**src/rtl/conv_ifm_feeder_if.sv**
```systemverilog
// Stream interface from the IFM feeder to the conv core input.
interface conv_ifm_feeder_if #(
   parameter int unsigned AXI_WIDTH = 128
) ();
   logic                 out_valid;
   logic                 out_ready;
   logic [AXI_WIDTH-1:0] out_data;
   logic                 out_last;

   modport master (
      output out_valid,
      output out_data,
      output out_last,
      input  out_ready
   );

   modport slave (
      input  out_valid,
      input  out_data,
      input  out_last,
      output out_ready
   );
endinterface

```
**src/rtl/conv_ifm_feeder.sv**
```systemverilog
// IFM feeder: reads num_beats SRAM words starting at base_addr (stride addr_step)
// and streams them to the conv core through a 2-entry skid FIFO.
module conv_ifm_feeder #(
   parameter int unsigned AXI_WIDTH  = 128,
   parameter int unsigned ADDR_WIDTH = 16
) (
   input  logic                  clk,
   input  logic                  rst_b,
   input  logic                  start,
   input  logic                  cfg_wr_en,
   input  logic [5:0]            cfg_addr,
   input  logic [63:0]           cfg_wdata,
   output logic                  mem_rd_en,
   output logic [ADDR_WIDTH-1:0] mem_rd_addr,
   input  logic [AXI_WIDTH-1:0]  mem_rd_data,
   conv_ifm_feeder_if.master     out_if,
   output logic                  busy,
   output logic                  done
);

   localparam int unsigned CNT_W  = 16;
   localparam int unsigned STEP_W = 8;

   typedef enum logic [1:0] {IDLE, RUN, FINISH} state_t;

   typedef struct packed {
      logic                 last;
      logic [AXI_WIDTH-1:0] data;
   } beat_t;

   state_t                state_q, state_d;
   logic [ADDR_WIDTH-1:0] base_addr_q, base_addr_d;
   logic [CNT_W-1:0]      num_beats_q, num_beats_d;
   logic [STEP_W-1:0]     addr_step_q, addr_step_d;
   logic [ADDR_WIDTH-1:0] rd_ptr_q, rd_ptr_d;
   logic [CNT_W-1:0]      issue_cnt_q, issue_cnt_d;
   logic [CNT_W-1:0]      ret_cnt_q, ret_cnt_d;
   logic                  inflight_q, inflight_d;
   beat_t                 fifo_q [0:1];
   beat_t                 fifo_d [0:1];
   logic                  head_q, head_d;
   logic                  tail_q, tail_d;
   logic [1:0]            count_q, count_d;
   logic                  busy_q, busy_d;
   logic                  done_q, done_d;

   logic                  pop;
   logic                  push;
   logic [2:0]            occ;
   logic                  rd_en;
   logic                  unused_cfg_hi;

   // Upper config data bits have no register behind them.
   assign unused_cfg_hi = ^cfg_wdata[63:16];

   // Stream outputs come straight from the FIFO flops; never from out_ready.
   assign out_if.out_valid = (count_q != 2'd0);
   assign out_if.out_data  = fifo_q[head_q].data;
   assign out_if.out_last  = fifo_q[head_q].last;
   assign mem_rd_en        = rd_en;
   assign mem_rd_addr      = rd_ptr_q;
   assign busy             = busy_q;
   assign done             = done_q;

   // Next-state: config regs, job FSM, read issue throttle and FIFO bookkeeping.
   always_comb begin
      state_d     = state_q;
      base_addr_d = base_addr_q;
      num_beats_d = num_beats_q;
      addr_step_d = addr_step_q;
      rd_ptr_d    = rd_ptr_q;
      issue_cnt_d = issue_cnt_q;
      ret_cnt_d   = ret_cnt_q;
      fifo_d      = fifo_q;
      head_d      = head_q;
      tail_d      = tail_q;

      pop  = (count_q != 2'd0) && out_if.out_ready;
      push = inflight_q;
      // Occupancy once this cycle's pop retires; a pop implies count_q >= 1.
      occ   = 3'(count_q) + 3'(inflight_q) - 3'(pop);
      rd_en = (state_q == RUN) && (issue_cnt_q < num_beats_q) && (occ < 3'd2);
      inflight_d = rd_en;

      if (cfg_wr_en && !busy_q) begin
         case (cfg_addr)
            6'h20:   base_addr_d = cfg_wdata[ADDR_WIDTH-1:0];
            6'h21:   num_beats_d = cfg_wdata[CNT_W-1:0];
            6'h22:   addr_step_d = cfg_wdata[STEP_W-1:0];
            default: ;
         endcase
      end

      case (state_q)
         IDLE: begin
            if (start) begin
               if (num_beats_q != '0) begin
                  state_d     = RUN;
                  rd_ptr_d    = base_addr_q;
                  issue_cnt_d = '0;
                  ret_cnt_d   = '0;
               end else begin
                  state_d = FINISH;
               end
            end
         end
         RUN: begin
            if (rd_en) begin
               issue_cnt_d = issue_cnt_q + CNT_W'(1);
               rd_ptr_d    = rd_ptr_q + ADDR_WIDTH'(addr_step_q);
            end
            if (pop && fifo_q[head_q].last) begin
               state_d = FINISH;
            end
         end
         FINISH:  state_d = IDLE;
         default: state_d = IDLE;
      endcase

      if (push) begin
         fifo_d[tail_q].data = mem_rd_data;
         fifo_d[tail_q].last = (ret_cnt_q == num_beats_q - CNT_W'(1));
         tail_d              = ~tail_q;
         ret_cnt_d           = ret_cnt_q + CNT_W'(1);
      end
      if (pop) begin
         head_d = ~head_q;
      end
      count_d = count_q + 2'(push) - 2'(pop);

      busy_d = (state_d == RUN);
      done_d = (state_d == FINISH);
   end

   // State register with asynchronous active-low reset.
   always_ff @(posedge clk or negedge rst_b) begin
      if (!rst_b) begin
         state_q     <= IDLE;
         base_addr_q <= '0;
         num_beats_q <= '0;
         addr_step_q <= STEP_W'(1);
         rd_ptr_q    <= '0;
         issue_cnt_q <= '0;
         ret_cnt_q   <= '0;
         inflight_q  <= 1'b0;
         fifo_q[0]   <= '0;
         fifo_q[1]   <= '0;
         head_q      <= 1'b0;
         tail_q      <= 1'b0;
         count_q     <= '0;
         busy_q      <= 1'b0;
         done_q      <= 1'b0;
      end else begin
         state_q     <= state_d;
         base_addr_q <= base_addr_d;
         num_beats_q <= num_beats_d;
         addr_step_q <= addr_step_d;
         rd_ptr_q    <= rd_ptr_d;
         issue_cnt_q <= issue_cnt_d;
         ret_cnt_q   <= ret_cnt_d;
         inflight_q  <= inflight_d;
         fifo_q[0]   <= fifo_d[0];
         fifo_q[1]   <= fifo_d[1];
         head_q      <= head_d;
         tail_q      <= tail_d;
         count_q     <= count_d;
         busy_q      <= busy_d;
         done_q      <= done_d;
      end
   end

endmodule

```
**src/flat_wrapper.sv**
```systemverilog
// flat-port wrapper written by rule: the top's interface ports become plain ports
module conv_ifm_feeder_flat 
#(
   parameter int unsigned AXI_WIDTH  = 128,
   parameter int unsigned ADDR_WIDTH = 16
)
  (clk, rst_b, start, cfg_wr_en, cfg_addr, cfg_wdata, mem_rd_en, mem_rd_addr, mem_rd_data, busy, done, out_if_out_valid, out_if_out_data, out_if_out_last, out_if_out_ready);
  conv_ifm_feeder_if #(.AXI_WIDTH(AXI_WIDTH)) out_if_i ();
  input  logic clk;
  input  logic rst_b;
  input  logic start;
  input  logic cfg_wr_en;
  input  logic [5:0] cfg_addr;
  input  logic [63:0] cfg_wdata;
  output logic mem_rd_en;
  output logic [ADDR_WIDTH-1:0] mem_rd_addr;
  input  logic [AXI_WIDTH-1:0] mem_rd_data;
  output logic busy;
  output logic done;
  output wire logic [$bits(out_if_i.out_valid)-1:0] out_if_out_valid;
  output wire logic [$bits(out_if_i.out_data)-1:0] out_if_out_data;
  output wire logic [$bits(out_if_i.out_last)-1:0] out_if_out_last;
  input wire logic [$bits(out_if_i.out_ready)-1:0] out_if_out_ready;
  assign out_if_out_valid = out_if_i.out_valid;
  assign out_if_out_data = out_if_i.out_data;
  assign out_if_out_last = out_if_i.out_last;
  assign out_if_i.out_ready = out_if_out_ready;
  conv_ifm_feeder #(.AXI_WIDTH(AXI_WIDTH), .ADDR_WIDTH(ADDR_WIDTH)) u_core (.clk(clk), .rst_b(rst_b), .start(start), .cfg_wr_en(cfg_wr_en), .cfg_addr(cfg_addr), .cfg_wdata(cfg_wdata), .mem_rd_en(mem_rd_en), .mem_rd_addr(mem_rd_addr), .mem_rd_data(mem_rd_data), .out_if(out_if_i), .busy(busy), .done(done));
endmodule
```
**config.mk**
```make
export PLATFORM = sky130hd
export DESIGN_NAME = conv_ifm_feeder_flat
export DESIGN_NICKNAME = d
export VERILOG_FILES = /design/src/rtl/conv_ifm_feeder_if.sv /design/src/rtl/conv_ifm_feeder.sv /design/src/flat_wrapper.sv
export SDC_FILE = /design/constraint.sdc
export NUM_CORES = 1
export LEC_CHECK = 0
export CORE_ASPECT_RATIO = 1.2
export CORE_MARGIN = 1
export CORE_UTILIZATION = 48
export CTS_BUF_LIST = sky130_fd_sc_hd__clkbuf_2
export CTS_CLUSTER_DIAMETER = 80
export DETAILED_ROUTE_END_ITERATION = 6
export GPL_TIMING_DRIVEN = 0
export PLACE_DENSITY = 0.79
export SYNTH_ARGS = -nofsm -noshare
export SYNTH_HDL_FRONTEND = slang
export SYNTH_SLANG_ARGS = --single-unit
```
**constraint.sdc**
```tcl
create_clock -name clk -period 3.3 [get_ports clk]
set_input_delay 0.33 -clock clk [delete_from_list [all_inputs] [get_ports clk]]
set_output_delay 0.33 -clock clk [all_outputs]
set_load 0.01 [all_outputs]
```
==> results of run 1 <==
==> cell type report <==
cell class                 instances  area, um2
fill                            2503      11300
sequential                       355       8880
multi-input combinational        831       7710
timing repair buffer             443       4470
clock buffer                     125        626
tap                              456        571
buffer                            71        397
clock inverter                    24        159
inverter                          30        119
antenna                            3       7.51
==> how the worst min path moves through the flow <==
stage,from,end,slack (ps)
floorplan,rst_b,u_core.addr_step_q[1]$_DFFE_PN0P_,30
CTS,mem_rd_data[77],u_core.fifo_q[77]$_DFFE_PN0P_,1
detailed placement,rst_b,u_core.base_addr_q[5]$_DFFE_PN0P_,420
global route,mem_rd_data[0],u_core.fifo_q[0]$_DFFE_PN0P_,-6
global placement,u_core.fifo_q[128]$_DFFE_PN0P_,u_core.fifo_q[128]$_DFFE_PN0P_,470
finish,mem_rd_data[0],u_core.fifo_q[0]$_DFFE_PN0P_,70
==> placed cells by master, fill, tap and decap left out, drive strengths merged, types with 3 or more instances in the layout <==
cell | Yosys | layout
o32ai | 3 | 3
o211ai | 6 | 6
nor4 | 4 | 4
buf | 21 | 39
and2 | 4 | 4
nor2 | 29 | 29
inv | 30 | 30
mux2i | 8 | 8
nand4 | 13 | 13
a21oi | 27 | 27
diode | 0 | 3
o22ai | 3 | 3
o21ai | 41 | 41
clkinv | 0 | 21
o31ai | 6 | 6
dlygate4sd3 | 0 | 125
a211oi | 7 | 7
xor2 | 12 | 12
mux2 | 429 | 429
and3 | 8 | 8
nor3 | 16 | 16
xnor2 | 22 | 22
clkbuf | 52 | 174
nor2b | 6 | 6
a31oi | 6 | 6
ha | 28 | 28
or3 | 5 | 5
dfrtp | 354 | 354
or4 | 12 | 12
clkdlybuf4s50 | 0 | 301
nor4b | 4 | 4
nand2 | 63 | 63
nand3 | 27 | 27
a2bb2oi | 7 | 7
==> registers in the layout (all words and copies together), names as in the netlist, 2 cells and up <==
| register | cells |
|---|---|
| u_core.issue_cnt_q | 16 |
| u_core.mem_rd_addr | 16 |
| u_core.fifo_q | 258 |
| u_core.ret_cnt_q | 16 |
| u_core.base_addr_q | 16 |
| u_core.count_q | 2 |
| u_core.addr_step_q | 8 |
| u_core.state_q | 2 |
| u_core.num_beats_q | 16 |
==> worst reg2reg max path, delay by kind of cell (launching register included) <==
kind	cells	cell delay, ps
and+or+nand+nor	3	940
adders and majority gates	3	810
AOI/OAI and AO/OA	4	670
buffers and inverters	5	610
DFF	1	390
==> metrics by stage <==
| stage | util (%) | std cells | hold slack, ps |
|---|---|---|---|
| 6_report | 67.0 | 2338 | 73.6 |
| 5_1_grt | 67.0 | 2337 | -5.60 |
| 4_1_cts | 66.4 | 2332 | 1.20 |
| 3_5_place_dp | 59.9 | 2050 | 419 |
| 3_3_place_gp | 59.7 | 2048 | 471 |
| 2_1_floorplan | - | 1289 | 34.4 |
==> timing repair <==
item | in CTS | in global routing
endpoints found under the setup margin | 146 | 78
pin swaps | 8 | 10
cloned | 0 | 1
setup buffers | 10 | 2
gates resized for setup | 41 | 46
hold buffers | 125 | 0
endpoints found under the hold margin | 338 | 0
==> routing by layer <==
metal / part of all wire (%) / up-vias / GRT usage, %
li1: - / 5756 / -
met1: 38 / 6274 / 27.9
met2: 50 / 419 / 42.7
met3: 6.3 / 127 / 6.65
met4: 5.0 / 0 / 14.5
met5: 0 / - / 0
==> power breakdown <==
group / switching [mW] / total, mW / internal, mW / leakage, nW
combinational: 4.48 / 10.6 / 6.11 / 4.89
clock: 1.78 / 2.95 / 1.17 / 0.592
sequential: 1.09 / 7.28 / 6.19 / 4.35
==> cell families after synthesis <==
group | Yosys count | synth area share (%)
mux | 437 | 29.2
buf+inv | 103 | 2.55
flops | 355 | 52.9
simple gates | 205 | 6.40
xor+xnor | 34 | 1.77
fa+ha+maj | 30 | 2.32
compound gates | 125 | 4.83
==> flow_summary.toml, run 1 <==
[floorplan]
core_area_um2 = 34300
ios = 352
die_y_um = 207
row_count = 74
dieArea_um2 = 35800
die_w_um = 173
initial_core_util_pct = 49.0

[min_path]
hold_depth = 2
hp-class = "in2reg"

[synth]
synth.most_common_cell = "mux2_2"
async_flop_share_pct = 100
synth_seq_cells = 355
synth_top_area_share_pct = 52.7
yosys_warnings = 0
netlist_area_um2 = 16800
yosysTopAreaCell = "dfrtp_1"
synth-edff-count = 0
syn_nets = 1522
syn_inst = 1289
yosysSeqAreaShare_pct = 52.9
syn_avg_cell_area_um2 = 13.0
synthTopCellsByArea = "dfrtp_1 53%, mux2_2 29%, ha_1 2.1%"
synth.top_cells.by_count = "427 x mux2_2, 354 x dfrtp_1, 63 x nand2_1, 52 x clkbuf_1, 38 x o21ai_0"
synth_cell_types = 66
synthFlopType = "dfrtp_1"

[critical_path]
critPathKind = "reg2out"
cp-startpoint = "u_core.count_q[1]$_DFF_PN0_"
cp-endpoint = "mem_rd_en"
critPathSlowestCell = "or4_4"
timing.rr.end = "u_core.issue_cnt_q[5]$_DFFE_PN0P_"
rrSetupSlack_ps = -290
critPathMaxFanout = 2
arrival_ps = 3850
critPathCaptureType = "primary output"
worst-path-stages = 13
slowest_delay_ps = 540
critical_path_required_ps = 2970
r2r_start = "u_core.count_q[1]$_DFF_PN0_"
start_kind = "register"
cp_cell_sequence = "or2_4, and2_4, ha_4, inv_2, ha_4, fa_2, or4_4, a221oi_4, o21ai_2, buf_6, inv_4, buf_8, buf_6"
reg2regPathDepth = 15
cp_top_family = "simple AND/OR/NAND/NOR gates"
cp_num_buf_inv = 5

[placed_design]
dp_slack_ps = -928
post-dp-hpwl_um = 30700
portBuffers = 303
placed_area_um2 = 20500
globalplace.congestion = 0.892

[global_route]
grt_max_degree = 130
grt_pass1_wl_um = 70300
first_global_vias = 13600
grt_use_total_pct = 24.8
globalRouteOverflowTotal = 0
antenna_found_initial = 2

[timing]
max_slew_margin_pct = 32.2
hold_viol_final = 0
fmax_mhz = 239
fin_crit_sh_pct = 127
setup_viol = 32
rsz0062_at_grt = "yes"
clock_skew_ps = 52.2
min_period_ps = 4180
finalMaxSlewViolations = 0
finalSetupTns_ps = -5460
fin_ws_ps = -879
worst_pin_slew_ps = 1010

[clock_network]
numCtsBuffers = 90
clk_path_buf_depth = 3
clock_sinks = 355
h-tree-depth = 3
clk_latency_ps = 930
path_clk_slew_ps = 110
cts_tree = "built"
root_buffer = "clkbuf_2"

[route]
drt_iter0_markers = 659
dr.pass1.iters = 4
drtAntennaViolNets = 0
totalWireLength_um = 45400
dr_total_vias = 12600
vias_per_cell = 5.38
drc = 0
avgRoutedWirePerCell_um = 19.4

[flow_run]
maxCapViolCount = 0

[final_layout]
area_growth_pct = 36.6
nNetsFinal = 2055
fin_area_um2 = 22900
layout-drive-gt1-share_pct = 34.4

[power]
cellLeakagePower_nw = 9.83
p_total_mw = 20.8
powerDensity_nw_per_um2 = 908
peakVddDrop_uv = 556

[status]
violations = "setup timing"
status = "finished with violations"
Power figures use the tool's default switching activity.
==> run 2, diff against run 1 <==
--- a/config.mk
+++ b/config.mk
@@ -6,7 +6,6 @@
 export NUM_CORES = 1
 export LEC_CHECK = 0
 export CORE_ASPECT_RATIO = 1.2
-export CORE_MARGIN = 1
 export CORE_UTILIZATION = 48
 export CTS_BUF_LIST = sky130_fd_sc_hd__clkbuf_2
 export CTS_CLUSTER_DIAMETER = 80
==> results of run 2 <==
No change in the layout: final DEF, timing and power equal those of run 1.
